==> src/rtl/legv8_pkg.sv <==
// -----------------------------------------------------------------------------
// legv8_pkg
// Shared LEGv8 definitions used by the fetch stage, and later by decode and
// control.
//   fetch_state_t : run-control states of the fetch unit
//   INSTR_BYTES   : size of one instruction in bytes (sequential PC step)
//   BR_SHIFT      : left shift turning a branch word offset into a byte offset
//   branch_target : PC-relative branch target, modulo 2^64
// -----------------------------------------------------------------------------
package legv8_pkg;

    typedef enum logic [1:0] {
        IDLE = 2'd0,
        RUN  = 2'd1,
        HALT = 2'd2
    } fetch_state_t;

    localparam logic [63:0] INSTR_BYTES = 64'd4;
    localparam int unsigned BR_SHIFT    = 32'd2;

    // The shift drops the top two immediate bits; the sum wraps silently.
    function automatic logic [63:0] branch_target(input logic [63:0] pc,
                                                  input logic [63:0] word_offset);
        return pc + (word_offset << BR_SHIFT);
    endfunction

endpackage

==> src/rtl/legv8_fetch_unit_if.sv <==
// -----------------------------------------------------------------------------
// legv8_fetch_unit_if
// Control/status bundle between the decoder side and the fetch unit.
//   Inputs to the fetch unit : Start, Stall, Branch, Uncondbranch, Zero,
//                              SignExtImm64
//   Outputs of the fetch unit: PC, PCPlus4, Redirect, FetchValid, Halted,
//                              FetchCount
//   master : the side driving run control and branch decisions
//   slave  : the fetch unit itself
// -----------------------------------------------------------------------------
interface legv8_fetch_unit_if #(
    parameter int CNT_W = 32
);
    logic             Start;
    logic             Stall;
    logic             Branch;
    logic             Uncondbranch;
    logic             Zero;
    logic [63:0]      SignExtImm64;
    logic [63:0]      PC;
    logic [63:0]      PCPlus4;
    logic             Redirect;
    logic             FetchValid;
    logic             Halted;
    logic [CNT_W-1:0] FetchCount;

    modport master (
        output Start, Stall, Branch, Uncondbranch, Zero, SignExtImm64,
        input  PC, PCPlus4, Redirect, FetchValid, Halted, FetchCount
    );

    modport slave (
        input  Start, Stall, Branch, Uncondbranch, Zero, SignExtImm64,
        output PC, PCPlus4, Redirect, FetchValid, Halted, FetchCount
    );
endinterface

==> src/rtl/legv8_next_pc.sv <==
// -----------------------------------------------------------------------------
// legv8_next_pc
// Pure combinational next-PC logic: PC+4 adder, branch-target adder, the
// priority select (B over CBZ over sequential) and the Redirect flag.
//   pc           : current PC
//   active       : fetch is progressing this cycle (RUN and not stalled)
//   branch       : CBZ control from the decoder
//   uncondbranch : B control from the decoder
//   zero         : ALU zero flag
//   sign_ext_imm : sign-extended branch word offset
//   pc_plus4     : pc + 4
//   next_pc      : selected next fetch address
//   redirect     : next_pc is a branch target and fetch is active
//   take_branch  : branch target selected (ungated by active)
// -----------------------------------------------------------------------------
module legv8_next_pc
    import legv8_pkg::*;
(
    input  logic [63:0] pc,
    input  logic        active,
    input  logic        branch,
    input  logic        uncondbranch,
    input  logic        zero,
    input  logic [63:0] sign_ext_imm,
    output logic [63:0] pc_plus4,
    output logic [63:0] next_pc,
    output logic        redirect,
    output logic        take_branch
);

    logic [63:0] target_s;
    logic        take_s;

    assign pc_plus4 = pc + INSTR_BYTES;
    assign target_s = branch_target(pc, sign_ext_imm);

    // Priority select; B and CBZ share one target so their overlap is benign.
    always_comb begin
        take_s  = 1'b0;
        next_pc = pc_plus4;
        if (uncondbranch) begin
            take_s  = 1'b1;
            next_pc = target_s;
        end else if (branch && zero) begin
            take_s  = 1'b1;
            next_pc = target_s;
        end else begin
            take_s  = 1'b0;
            next_pc = pc_plus4;
        end
    end

    assign redirect    = active & take_s;
    assign take_branch = take_s;

endmodule

==> src/rtl/legv8_fetch_unit.sv <==
// -----------------------------------------------------------------------------
// legv8_fetch_unit
// PC register, run-control FSM (IDLE/RUN/HALT) and retired-fetch counter of
// the single-cycle LEGv8 core. PC drives the instruction memory address.
//   CLK   : rising-edge clock
//   Reset : synchronous active-high reset, priority over every other input
//   bus   : legv8_fetch_unit_if slave (run control, branch inputs, PC/status)
// Parameters: RESET_PC (low two bits forced to 0), END_PC (first address past
// the program), CNT_W (FetchCount width; must match the interface).
// -----------------------------------------------------------------------------
module legv8_fetch_unit
    import legv8_pkg::*;
#(
    parameter logic [63:0] RESET_PC = 64'h0,
    parameter logic [63:0] END_PC   = 64'h58,
    parameter int          CNT_W    = 32
) (
    input  logic                CLK,
    input  logic                Reset,
    legv8_fetch_unit_if.slave   bus
);

    localparam logic [63:0]      RESET_PC_ALIGNED = {RESET_PC[63:2], 2'b00};
    localparam logic [CNT_W-1:0] CNT_MAX          = {CNT_W{1'b1}};
    localparam logic [CNT_W-1:0] CNT_ONE          = {{(CNT_W-1){1'b0}}, 1'b1};

    fetch_state_t     state_r;
    logic [63:0]      pc_r;
    logic [CNT_W-1:0] count_r;

    logic             active_s;
    logic [63:0]      pc_plus4_s;
    logic [63:0]      next_pc_s;
    logic             redirect_s;
    logic             take_s;
    logic             halt_s;

    assign active_s = (state_r == RUN) && !bus.Stall;

    legv8_next_pc u_next_pc (
        .pc           (pc_r),
        .active       (active_s),
        .branch       (bus.Branch),
        .uncondbranch (bus.Uncondbranch),
        .zero         (bus.Zero),
        .sign_ext_imm (bus.SignExtImm64),
        .pc_plus4     (pc_plus4_s),
        .next_pc      (next_pc_s),
        .redirect     (redirect_s),
        .take_branch  (take_s)
    );

    // Landing exactly on END_PC always halts; running past it only halts on a
    // sequential step, so a branch beyond the program keeps fetching.
    assign halt_s = (next_pc_s == END_PC) || (!take_s && (next_pc_s >= END_PC));

    // Run-control FSM with PC and fetch-counter registers.
    always_ff @(posedge CLK) begin
        if (Reset) begin
            state_r <= IDLE;
            pc_r    <= RESET_PC_ALIGNED;
            count_r <= {CNT_W{1'b0}};
        end else begin
            case (state_r)
                IDLE: begin
                    if (bus.Start) begin
                        state_r <= RUN;
                    end
                end
                RUN: begin
                    if (!bus.Stall) begin
                        pc_r <= next_pc_s;
                        if (count_r != CNT_MAX) begin
                            count_r <= count_r + CNT_ONE;
                        end
                        if (halt_s) begin
                            state_r <= HALT;
                        end
                    end
                end
                HALT: begin
                    state_r <= HALT;
                end
                default: begin
                    state_r <= IDLE;
                end
            endcase
        end
    end

    assign bus.PC         = pc_r;
    assign bus.PCPlus4    = pc_plus4_s;
    assign bus.Redirect   = redirect_s;
    assign bus.FetchValid = active_s;
    assign bus.Halted     = (state_r == HALT);
    assign bus.FetchCount = count_r;

endmodule
==> src/flat_wrapper.sv <==
// flat-port wrapper written by rule: the top's interface ports become plain ports
module legv8_fetch_unit_flat import legv8_pkg::*;
#(
    parameter logic [63:0] RESET_PC = 64'h0,
    parameter logic [63:0] END_PC   = 64'h58,
    parameter int          CNT_W    = 32
)
  (CLK, Reset, bus_Start, bus_Stall, bus_Branch, bus_Uncondbranch, bus_Zero, bus_SignExtImm64, bus_PC, bus_PCPlus4, bus_Redirect, bus_FetchValid, bus_Halted, bus_FetchCount);
  legv8_fetch_unit_if #(.CNT_W(CNT_W)) bus_i ();
  input  logic CLK;
  input  logic Reset;
  input wire logic [$bits(bus_i.Start)-1:0] bus_Start;
  input wire logic [$bits(bus_i.Stall)-1:0] bus_Stall;
  input wire logic [$bits(bus_i.Branch)-1:0] bus_Branch;
  input wire logic [$bits(bus_i.Uncondbranch)-1:0] bus_Uncondbranch;
  input wire logic [$bits(bus_i.Zero)-1:0] bus_Zero;
  input wire logic [$bits(bus_i.SignExtImm64)-1:0] bus_SignExtImm64;
  output wire logic [$bits(bus_i.PC)-1:0] bus_PC;
  output wire logic [$bits(bus_i.PCPlus4)-1:0] bus_PCPlus4;
  output wire logic [$bits(bus_i.Redirect)-1:0] bus_Redirect;
  output wire logic [$bits(bus_i.FetchValid)-1:0] bus_FetchValid;
  output wire logic [$bits(bus_i.Halted)-1:0] bus_Halted;
  output wire logic [$bits(bus_i.FetchCount)-1:0] bus_FetchCount;
  assign bus_i.Start = bus_Start;
  assign bus_i.Stall = bus_Stall;
  assign bus_i.Branch = bus_Branch;
  assign bus_i.Uncondbranch = bus_Uncondbranch;
  assign bus_i.Zero = bus_Zero;
  assign bus_i.SignExtImm64 = bus_SignExtImm64;
  assign bus_PC = bus_i.PC;
  assign bus_PCPlus4 = bus_i.PCPlus4;
  assign bus_Redirect = bus_i.Redirect;
  assign bus_FetchValid = bus_i.FetchValid;
  assign bus_Halted = bus_i.Halted;
  assign bus_FetchCount = bus_i.FetchCount;
  legv8_fetch_unit #(.RESET_PC(RESET_PC), .END_PC(END_PC), .CNT_W(CNT_W)) u_core (.CLK(CLK), .Reset(Reset), .bus(bus_i));
endmodule
==> config.mk <==
export PLATFORM = sky130hd
export DESIGN_NAME = legv8_fetch_unit_flat
export DESIGN_NICKNAME = d
export VERILOG_FILES = /design/src/rtl/legv8_pkg.sv /design/src/rtl/legv8_fetch_unit_if.sv /design/src/rtl/legv8_next_pc.sv /design/src/rtl/legv8_fetch_unit.sv /design/src/flat_wrapper.sv
export SDC_FILE = /design/constraint.sdc
export NUM_CORES = 1
export LEC_CHECK = 0
export CAP_MARGIN = 20
export CORE_ASPECT_RATIO = 0.5
export CORE_MARGIN = 3
export CORE_UTILIZATION = 45
export CTS_CLUSTER_DIAMETER = 120
export DETAILED_ROUTE_END_ITERATION = 8
export GPL_TIMING_DRIVEN = 0
export PLACE_DENSITY = 0.73
export SYNTH_ARGS = -nofsm -noshare
export SYNTH_HDL_FRONTEND = slang
export SYNTH_SLANG_ARGS = --single-unit
==> constraint.sdc <==
create_clock -name CLK -period 8.3 [get_ports CLK]
set_input_delay 2.075 -clock CLK [delete_from_list [all_inputs] [get_ports CLK]]
set_output_delay 2.075 -clock CLK [all_outputs]
set_load 0.005 [all_outputs]
Word level (Yosys, flattened, before mapping) --
Cells that the tools add are included.
Word-level totals: flip-flop bits (word level) 98, input bits 71, output and inout port bits 163, word-level logic and storage cells 34
Operators by class: add/sub/neg operators 3, $lt $le $gt $ge 1, equal/unequal tests 7, multiplexer cells 8, bitwise operators 2, reductions and logical operators 10
Operator list (count):
- $mux W64 | 2
- $add A64 B3 Y64 const B | 1
- $add A64 B64 Y64 | 1
- $eq A64 B7 Y1 const B | 1
- $ge A64 B7 Y1 const B | 1
- $add A32 B1 Y32 const B | 1
- $ne A32 B32 Y1 const B | 1
- $mux W2 | 3
- $pmux W2 S3 | 1
- $reduce_and A3 Y1 | 2
- $ne A2 B2 Y1 const B | 2
- $logic_and A1 B1 Y1 | 3
- $eq A2 B1 Y1 const B | 1
- $eq A2 B2 Y1 const B | 1
- $logic_not A1 Y1 | 2
- $logic_not A2 Y1 | 1
- $mux W1 | 2
- $ne A2 B1 Y1 const B | 1
- $reduce_and A2 Y1 | 1
- $and A1 B1 Y1 | 1
- $logic_or A1 B1 Y1 | 1
- $not A1 Y1 | 1

Longest topological paths before layout --
Gate-level depths: netlist (run 1).
word-level depth 9, gate-level depth with buffers 18, depth with buffers taken out 16

By module --
From an unflattened synthesis (run 1), not the netlist that was laid out.
Unflattened totals: cells, all modules 1352, area, all modules 9375.2 µm²
Modules (own cells, without submodules):
- legv8_next_pc | instances 1, cells an instance 833, area an instance 5278.8 µm², seq. area each 0.0 µm²
- legv8_fetch_unit | instances 1, cells an instance 519, area an instance 4096.4 µm², seq. area each 1961.9 µm²

Worst setup path before layout (run 1) --
No wires, ideal clock.
path type input-to-reg, start point input port bus_SignExtImm64[0], end point register u_core.state_r[0], setup time 0.132 ns, arrival time 5.735 ns, data required time 8.168 ns, setup slack 2.434 ns, stages 16, buffers on the path 0, cell sequence ha_1 -> fa_1 -> nand3_1 -> a21oi_1 -> nor3_1 -> nor3_1 -> nand3b_1 -> or4b_1 -> or4b_1 -> a2111oi_2 -> nand4_1 -> nor4_2 -> a41oi_1 -> a211o_1 -> a221oi_1 -> nor4_2
On the way: longest elaborated chain between the ends 8, elaborated cells between the ends (all ways) 9, classes of those cells add/sub: 1; order compare: 1; eq/ne: 2; mux: 2; reduce/logical: 3
Ends and longest elaborated chain:
- start: declaration | line flat_wrapper.sv:17 | input wire logic [$bits(bus_i.SignExtImm64)-1:0] bus_SignExtImm64;
- $add A64 B64 Y64 (*) | line legv8_pkg.sv:24 | return pc + (word_offset << BR_SHIFT);
- $mux W64 | line legv8_next_pc.sv:44 | end else if (branch && zero) begin
- $mux W64 (*) | line legv8_next_pc.sv:41 | if (uncondbranch) begin
- $ge A64 B7 Y1 | line legv8_fetch_unit.sv:55 | assign halt_s = (next_pc_s == END_PC) || (!take_s && (next_pc_s >= END_PC));
- $logic_and A1 B1 Y1 | line legv8_fetch_unit.sv:55
- $logic_or A1 B1 Y1 (*) | line legv8_fetch_unit.sv:55
- $ne A2 B1 Y1 (no line) (*)
- $reduce_and A3 Y1 (no line) (*)
- end signal: assignment | line legv8_fetch_unit.sv:60 | state_r <= IDLE;
- end signal: assignment | line legv8_fetch_unit.sv:67 | state_r <= RUN;
- end signal: assignment | line legv8_fetch_unit.sv:77 | state_r <= HALT;
- end: declaration | line legv8_fetch_unit.sv:27 | fetch_state_t state_r;
Every way passes the cells marked *; elsewhere a longest branch is shown, timed or not. A chain may end at the register's enable or synchronous reset.

Final worst setup path (run 1) --
start point input port bus_Branch, end point output port bus_Redirect
On the way: longest elaborated chain between the ends 4
Ends and longest elaborated chain:
- start: declaration | line flat_wrapper.sv:14 | input wire logic [$bits(bus_i.Branch)-1:0] bus_Branch;
- $logic_and A1 B1 Y1 | line legv8_next_pc.sv:44
- $mux W1 | line legv8_next_pc.sv:44
- $mux W1 | line legv8_next_pc.sv:41
- $and A1 B1 Y1 | line legv8_next_pc.sv:53 | assign redirect = active & take_s;
- end: declaration | line flat_wrapper.sv:20 | output wire logic [$bits(bus_i.Redirect)-1:0] bus_Redirect;
No other way between the ends.

==> results of run 1 <==
==> timing repair <==
action,4_1_cts,5_1_grt
endpoints found under the hold margin,0,0
endpoints found under the setup margin,1,1
pin swaps,0,0
setup buffers,0,0
resized for setup,1,2
==> state kept, by name, summed over array words and instances (netlist names) <==
register,flops
u_core.bus.PC,62
u_core.bus.FetchCount,32
u_core.state_r,2
==> area by class of cell <==
class / count / area (sq um)
buffer: 100 / 405
clock buffer: 10 / 229
clock inverter: 6 / 57.6
fill: 2085 / 8810
inverter: 35 / 131
multi-input combinational: 1300 / 8000
sequential: 96 / 1920
tap: 300 / 375
timing repair buffer: 228 / 2270
==> path summary, 6_finish.rpt <==
check / endpoint / depth (start not counted)
worst min-delay path: u_core.bus.FetchCount[18] / 2
worst min register to register: u_core.bus.FetchCount[18] / 2
worst max-delay path: bus_Redirect / 9
worst max register to register: u_core.state_r[0] / 15
==> where the power goes <==
| part | switching (mW) | total (mW) | internal [mW] | leakage (nW) |
|---|---|---|---|---|
| Sequential | 0.120 | 0.634 | 0.514 | 0.779 |
| Clock | 0.226 | 0.437 | 0.212 | 0.141 |
| Combinational | 0.823 | 1.36 | 0.537 | 4.03 |
| Total | 1.17 | 2.43 | 1.26 | 4.95 |
==> cells in the final DEF (no fill, tap or decap), drive strengths merged, types with 4 or more instances in the layout <==
cell type and count:
clkbuf 96, nor4 12, nor3b 5, clkdlybuf4s50 226, o21ai 103, a211oi 44, a21oi 143, and4 13
inv 38, o31ai 9, buf 16, nand2b 13, ha 66, and3 32, nor2b 5, conb 4
dfxtp 96, or3 9, a41oi 4, a31oi 11, a311oi 7, nand3 59, nor2 186, xor2 72
nand2 177, o21bai 10, o211ai 11, a22oi 8, a21o 16, and2 17, a221oi 4, a21boi 6
nor3 58, mux2i 13, xnor2 69, nand4 55, o21a 9
==> per-layer routing <==
layer / vias to the layer above / track usage [%] / wire length (microns)
li1: 6008 / - / -
met1: 6256 / 51.3 / 20800
met2: 890 / 59.3 / 21200
met3: 140 / 9.87 / 5890
met4: 0 / 12.0 / 1670
met5: - / 0 / 0
==> worst min-delay path, delay by kind of cell (launching register included) <==
kind            cells  cell delay (ns)
compound gates      2             0.14
flops               1             0.34
==> logic make-up after synthesis <==
kind of cell,synth area share (%)
xor gates and xnor gates,11.8
other,0.0359
DFF,18.4
muxes,1.35
adders and majority gates,8.10
and+or+nand+nor,30.3
AOI/OAI and AO/OA,24.9
buffers and inverters,5.12
==> metrics by stage <==
| step | instances | hold WS (ns) | utilization (%) | setup slack, ns |
|---|---|---|---|---|
| after CTS | 2074 | 0.517 | 60.3 | 0.188 |
| after global routing | 2075 | 0.554 | 60.3 | 0.213 |
| after detailed placement | 2058 | 0.503 | 59.0 | -0.0174 |
| final | 2075 | 0.523 | 60.3 | 0.230 |
| after global placement | 2057 | 0.484 | 58.9 | -0.0431 |
| after floorplan | 1531 | 0.469 | - | 2.43 |
==> run_results.csv, run 1 <==
group,metric,value,unit
outcome,status,"complete, no violations",
final_layout,num_antenna_cells,0,
power,vdd_ir_drop_max,0.107,mV
die,core.rowCount,38,
timing,finalMaxSlewViolations,0,
critical_path,r2r_start,"u_core.bus.PC[4]",
worst_hold_path,hp-class,"reg2reg",
logic_synthesis,synth_cell_types,81,
die,core,22200,sq um
logic_synthesis,ys_warn_count,0,
timing,post-route-period-util,97.2,%
routing,via_per_inst,6.41,
timing,timing.setup.tns,0,ns
placed_design,hpwl,40300,microns
routing,routed_wl,49600,microns
timing,rsz0062_at_grt,"no",
critical_path,worst_setup_path_start_kind,"input port",
global_routing,grt_max_degree,19,
routing,drt_iter0_drc,1725,
critical_path,path_max_fanout,10,
clock_network,worst_skew_pair.late_latency,0.38,ns
logic_synthesis,synthFlopType,"dfxtp_1",
final_layout,fin_nets,1908,
global_routing,grt_pass1_vias,12500,
routing,ant_nets,0,
critical_path,path_delay_family,"buffers and inverters",
power,power_density,182,nW/um^2
critical_path,regToRegSetupSlack,2.57,ns
flow_run,timing.max_cap.violations,0,
clock_network,root_buffer,"clkbuf_16",
global_routing,gr-usage-all-layers,37.9,%
timing,worst_pin_slew,1.19,ns
final_layout,final_area,13400,sq um
critical_path,startpoint,"bus_Branch",
die,die_area,25200,sq um
critical_path,worstSetupEndpointType,"primary output",
critical_path,cp.required,6.23,ns
logic_synthesis,ys_seq_elements,96,
critical_path,slowest_delay,0.64,ns
timing,skew,0.00820,ns
die,start_util,47.0,%
logic_synthesis,ys_async_sr_fraction,0,%
final_layout,area_growth,28.3,%
routing,num_vias,13300,
global_routing,antenna_found_initial,0,
clock_network,cts_buffers,9,
critical_path,cp_slowest_cell,"clkbuf_1",
die,ios,234,
clock_network,cts_hold_buf,0,
placed_design,dpl_cell_area,13100,sq um
timing,min_period,8.07,ns
die,chipWidth,221,microns
power,p_leak,4.95,nW
logic_synthesis,seq_area_frac_synth,18.4,%
timing,maxSlewHeadroom,19.6,%
global_routing,overflow,0,
routing,drt-pass1-iter-count,6,
clock_network,cts_tree,"done",
logic_synthesis,synth_common_cells,"186 x nor2_1, 177 x nand2_1, 143 x a21oi_1",
final_layout,layout-drive-gt1-share,2.65,%
routing,drc,0,
critical_path,crit_chain,"clkdlybuf4s50_1, a21oi_1, clkbuf_2, clkbuf_1, clkbuf_1, buf_2, buf_1, nor2_1, clkdlybuf4s50_1",
logic_synthesis,yosysTopAreaCell,"dfxtp_1",
die,die_h,114,microns
clock_network,clockBufferDepth,2,
timing,setup_viol,0,
global_routing,grt_pass1_wl,73700,microns
logic_synthesis,synth_edf_count,0,
logic_synthesis,avgSynthCellArea,6.83,sq um
worst_hold_path,hold_path_startpoint,"u_core.bus.FetchCount[18]",
clock_network,path_clk_slew,0.08,ns
timing,hold_viol_final,0,
timing,max_freq,124,MHz
critical_path,critPathBufInv,7,
placed_design,place_congestion,0.989,
clock_network,h-tree-depth,3,
placed_design,io_buffers,226,
power,total_power,2.43,mW
logic_synthesis,syn-cell-area,10400,sq um
routing,avgRoutedWirePerCell,23.9,microns
logic_synthesis,yosysMostFrequentCell,"nor2_1",
critical_path,worstPathArrival,5.99,ns
logic_synthesis,synth_top_area_share,18.4,%
logic_synthesis,syn_inst,1528,
critical_path,worstSetupPathType,"in2out",
clock_network,cts_sinks,96,
logic_synthesis,synthTopCellsByArea,"dfxtp_1 18%, ha_1 7.9%, a21oi_1 6.9%, nor2_1 6.7%, nand2_1 6.4%",
Note: power is estimated with default switching activity, not from simulation.
==> run 2: changes to the inputs <==
--- a/config.mk
+++ b/config.mk
@@ -5,6 +5,7 @@
 export SDC_FILE = /design/constraint.sdc
 export NUM_CORES = 1
 export LEC_CHECK = 0
+export ABC_CLOCK_PERIOD_IN_PS = 8300
 export CAP_MARGIN = 20
 export CORE_ASPECT_RATIO = 0.5
 export CORE_MARGIN = 3
==> results of run 2 <==
The final DEF is identical to that of run 1; final timing and power are the same.
==> run 3: changes to the inputs <==
--- a/config.mk
+++ b/config.mk
@@ -8,7 +8,6 @@
 export ABC_CLOCK_PERIOD_IN_PS = 8300
 export CAP_MARGIN = 20
 export CORE_ASPECT_RATIO = 0.5
-export CORE_MARGIN = 3
 export CORE_UTILIZATION = 45
 export CTS_CLUSTER_DIAMETER = 120
 export DETAILED_ROUTE_END_ITERATION = 8
==> run 3 against run 2 <==
Net effect:
- flip-flop and latch count unchanged
- non-clock buffer count decreased by 2
- total power about the same
- die area decreased by 5.3%
- register-to-register slack got worse by 0.45 ns
- sequential share of layout area about the same
- critical path depth increased by 8
- via count increased by 1.1%
- cell area about the same
- first-iteration DRC count decreased by 0.23%
- clock power decreased by 0.9%
- critical path type is now in2reg
- largest power group unchanged
- highest routed layer is now met5
==> run_results.csv, run 3 (synthesized netlist as in run 1, its figures left out) <==
group,metric,value,unit
die,chipWidth,217,microns
clock_network,post-cts-setup-buffers,0,
die,die_h,110,microns
critical_path,cp.required,8.54,ns
critical_path,regToRegSetupSlack,2.12,ns
clock_network,cts_resized,0,
timing,timing.setup.tns,0,ns
clock_network,cts_hold_buf,0,
final_layout,final_cell_mix,"226 x clkdlybuf4s50_1, 186 x nor2_1, 177 x nand2_1",
routing,via_per_inst,6.48,
routing,ant_nets,0,
global_routing,antenna_found_initial,1,
global_routing,grt_max_degree,19,
power,p_leak,4.94,nW
routing,avgRoutedWirePerCell,24.1,microns
final_layout,layout-drive-gt1-share,2.54,%
outcome,status,"complete, no violations",
timing,finalMaxSlewViolations,0,
die,ios,234,
power,clkPwrFrac,17.8,%
final_layout,area_growth,28.2,%
critical_path,reg2regPathDepth,16,
clock_network,cts_tree,"done",
global_routing,grt_pass1_wl,73500,microns
clock_network,cts_sinks,96,
placed_design,hpwl,41000,microns
clock_network,worst_skew_pair.late_latency,0.38,ns
routing,routed_wl,49900,microns
routing,drt_iter0_drc,1721,
worst_hold_path,hold_path_startpoint,"u_core.state_r[1]",
timing,maxSlewHeadroom,28.5,%
final_layout,num_antenna_cells,0,
power,vdd_ir_drop_max,0.146,mV
timing,skew,0.0110,ns
power,p_comb_share,55.8,%
critical_path,path_max_fanout,7,
clock_network,root_buffer,"clkbuf_16",
worst_hold_path,hp-class,"reg2reg",
timing,rsz0062_at_grt,"no",
power,p_switching,1.17,mW
timing,hold_viol_final,0,
placed_design,io_buffers,226,
flow_run,timing.max_cap.violations,0,
timing,setup_viol,0,
power,seq_power_share,26.3,%
routing,drc,0,
clock_network,cts_buffers,9,
placed_design,place_congestion,0.995,
die,core,22200,sq um
timing,min_period,7.81,ns
placed_design,dpl_cell_area,13100,sq um
power,p_int,1.26,mW
die,start_util,47.0,%
worst_hold_path,hold_depth,2,
clock_network,clockBufferDepth,2,
final_layout,final_area,13400,sq um
clock_network,path_clk_slew,0.07,ns
routing,drt-pass1-iter-count,6,
final_layout,largest_reg_flops,62,
final_layout,fin_nets,1906,
timing,max_freq,128,MHz
power,power_density,182,nW/um^2
die,die_area,23800,sq um
final_layout,final_common_cell,"clkdlybuf4s50_1",
global_routing,grt_pass1_vias,12400,
clock_network,h-tree-depth,3,
die,core.rowCount,38,
global_routing,gr-usage-all-layers,41.2,%
critical_path,worstPathArrival,8.05,ns
critical_path,worst_setup_path_start_kind,"input port",
timing,post-route-period-util,94.1,%
routing,num_vias,13400,
critical_path,worstSetupEndpointType,"register",
critical_path,r2r_start,"u_core.bus.PC[26]",
timing,worst_pin_slew,1.07,ns
critical_path,r2r_end,"u_core.state_r[0]",
global_routing,overflow,0,
worst_hold_path,min_to,"u_core.state_r[1]",
critical_path,worstSetupPathType,"in2reg",
power,swShare,48.1,%
-- run 3: cell count changes in the layout (fill, tap and decap cells not counted), sizes merged --
cell    previous run  this run
clkinv             3         2
buf               16        14
inv               38        39
-- run 3: routing by layer --
metal / track usage (%) / part of all wire, %
met1: 55.0 / 43
met2: 64.7 / 43
met3: 11.2 / 12
met4: 12.4 / 2.7
met5: 0 / 0.026
-- run 3: worst max-delay path by stage --
stage                               startpoint                end
after floorplan            bus_SignExtImm64[0]  u_core.state_r[0]
after global placement              bus_Branch       bus_Redirect
after detailed placement            bus_Branch       bus_Redirect
after CTS                           bus_Branch       bus_Redirect
after global routing                bus_Branch       bus_Redirect
final                     bus_SignExtImm64[25]  u_core.state_r[0]
-- run 3: cell type report --
class | count | area [sq um]
tap | 300 | 375
timing repair buffer | 227 | 2270
clock inverter | 6 | 55.1
clock buffer | 10 | 229
fill | 2043 | 8820
multi-input combinational | 1300 | 8000
inverter | 35 | 131
sequential | 96 | 1920
buffer | 99 | 400
-- run 3: through the flow --
stage | hold slack [ns] | util (%) | instances | setup WS, ns | power (mW)
final | 0.505 | 60.3 | 2073 | 0.493 | 2.43
after global routing | 0.553 | 60.3 | 2073 | 0.345 | 2.54
after CTS | 0.504 | 60.3 | 2074 | 0.0447 | 2.37
after detailed placement | 0.495 | 59.0 | 2058 | 0.0486 | 1.95
after global placement | 0.485 | 58.9 | 2057 | 0.0136 | 1.93
after floorplan | 0.469 | - | 1531 | 2.43 | 1.36
-- run 3: worst max-delay path: stages --
cell	delay [ns]
clkdlybuf4s50_1	0.47
ha_1	0.22
clkbuf_1	0.20
a21oi_1	0.22
o21a_1	0.23
a21boi_0	0.83
o21ai_0	0.22
nor2_1	0.58
a22oi_1	0.33
or4_1	0.53
a311oi_1	0.36
a31oi_1	0.10
nor4_1	0.55
a41oi_1	0.39
a211o_1	0.36
a221oi_1	0.30
nor4_2	0.07
-- run 3: power by group through the flow --
stage | clock [mW] | sequential, mW | combinational (mW)
finish | 0.433 | 0.640 | 1.36
global placement | 0 | 0.639 | 1.29
floorplan | 0 | 0.596 | 0.765
detailed placement | 0 | 0.643 | 1.31
global route | 0.448 | 0.640 | 1.45
CTS | 0.427 | 0.631 | 1.31
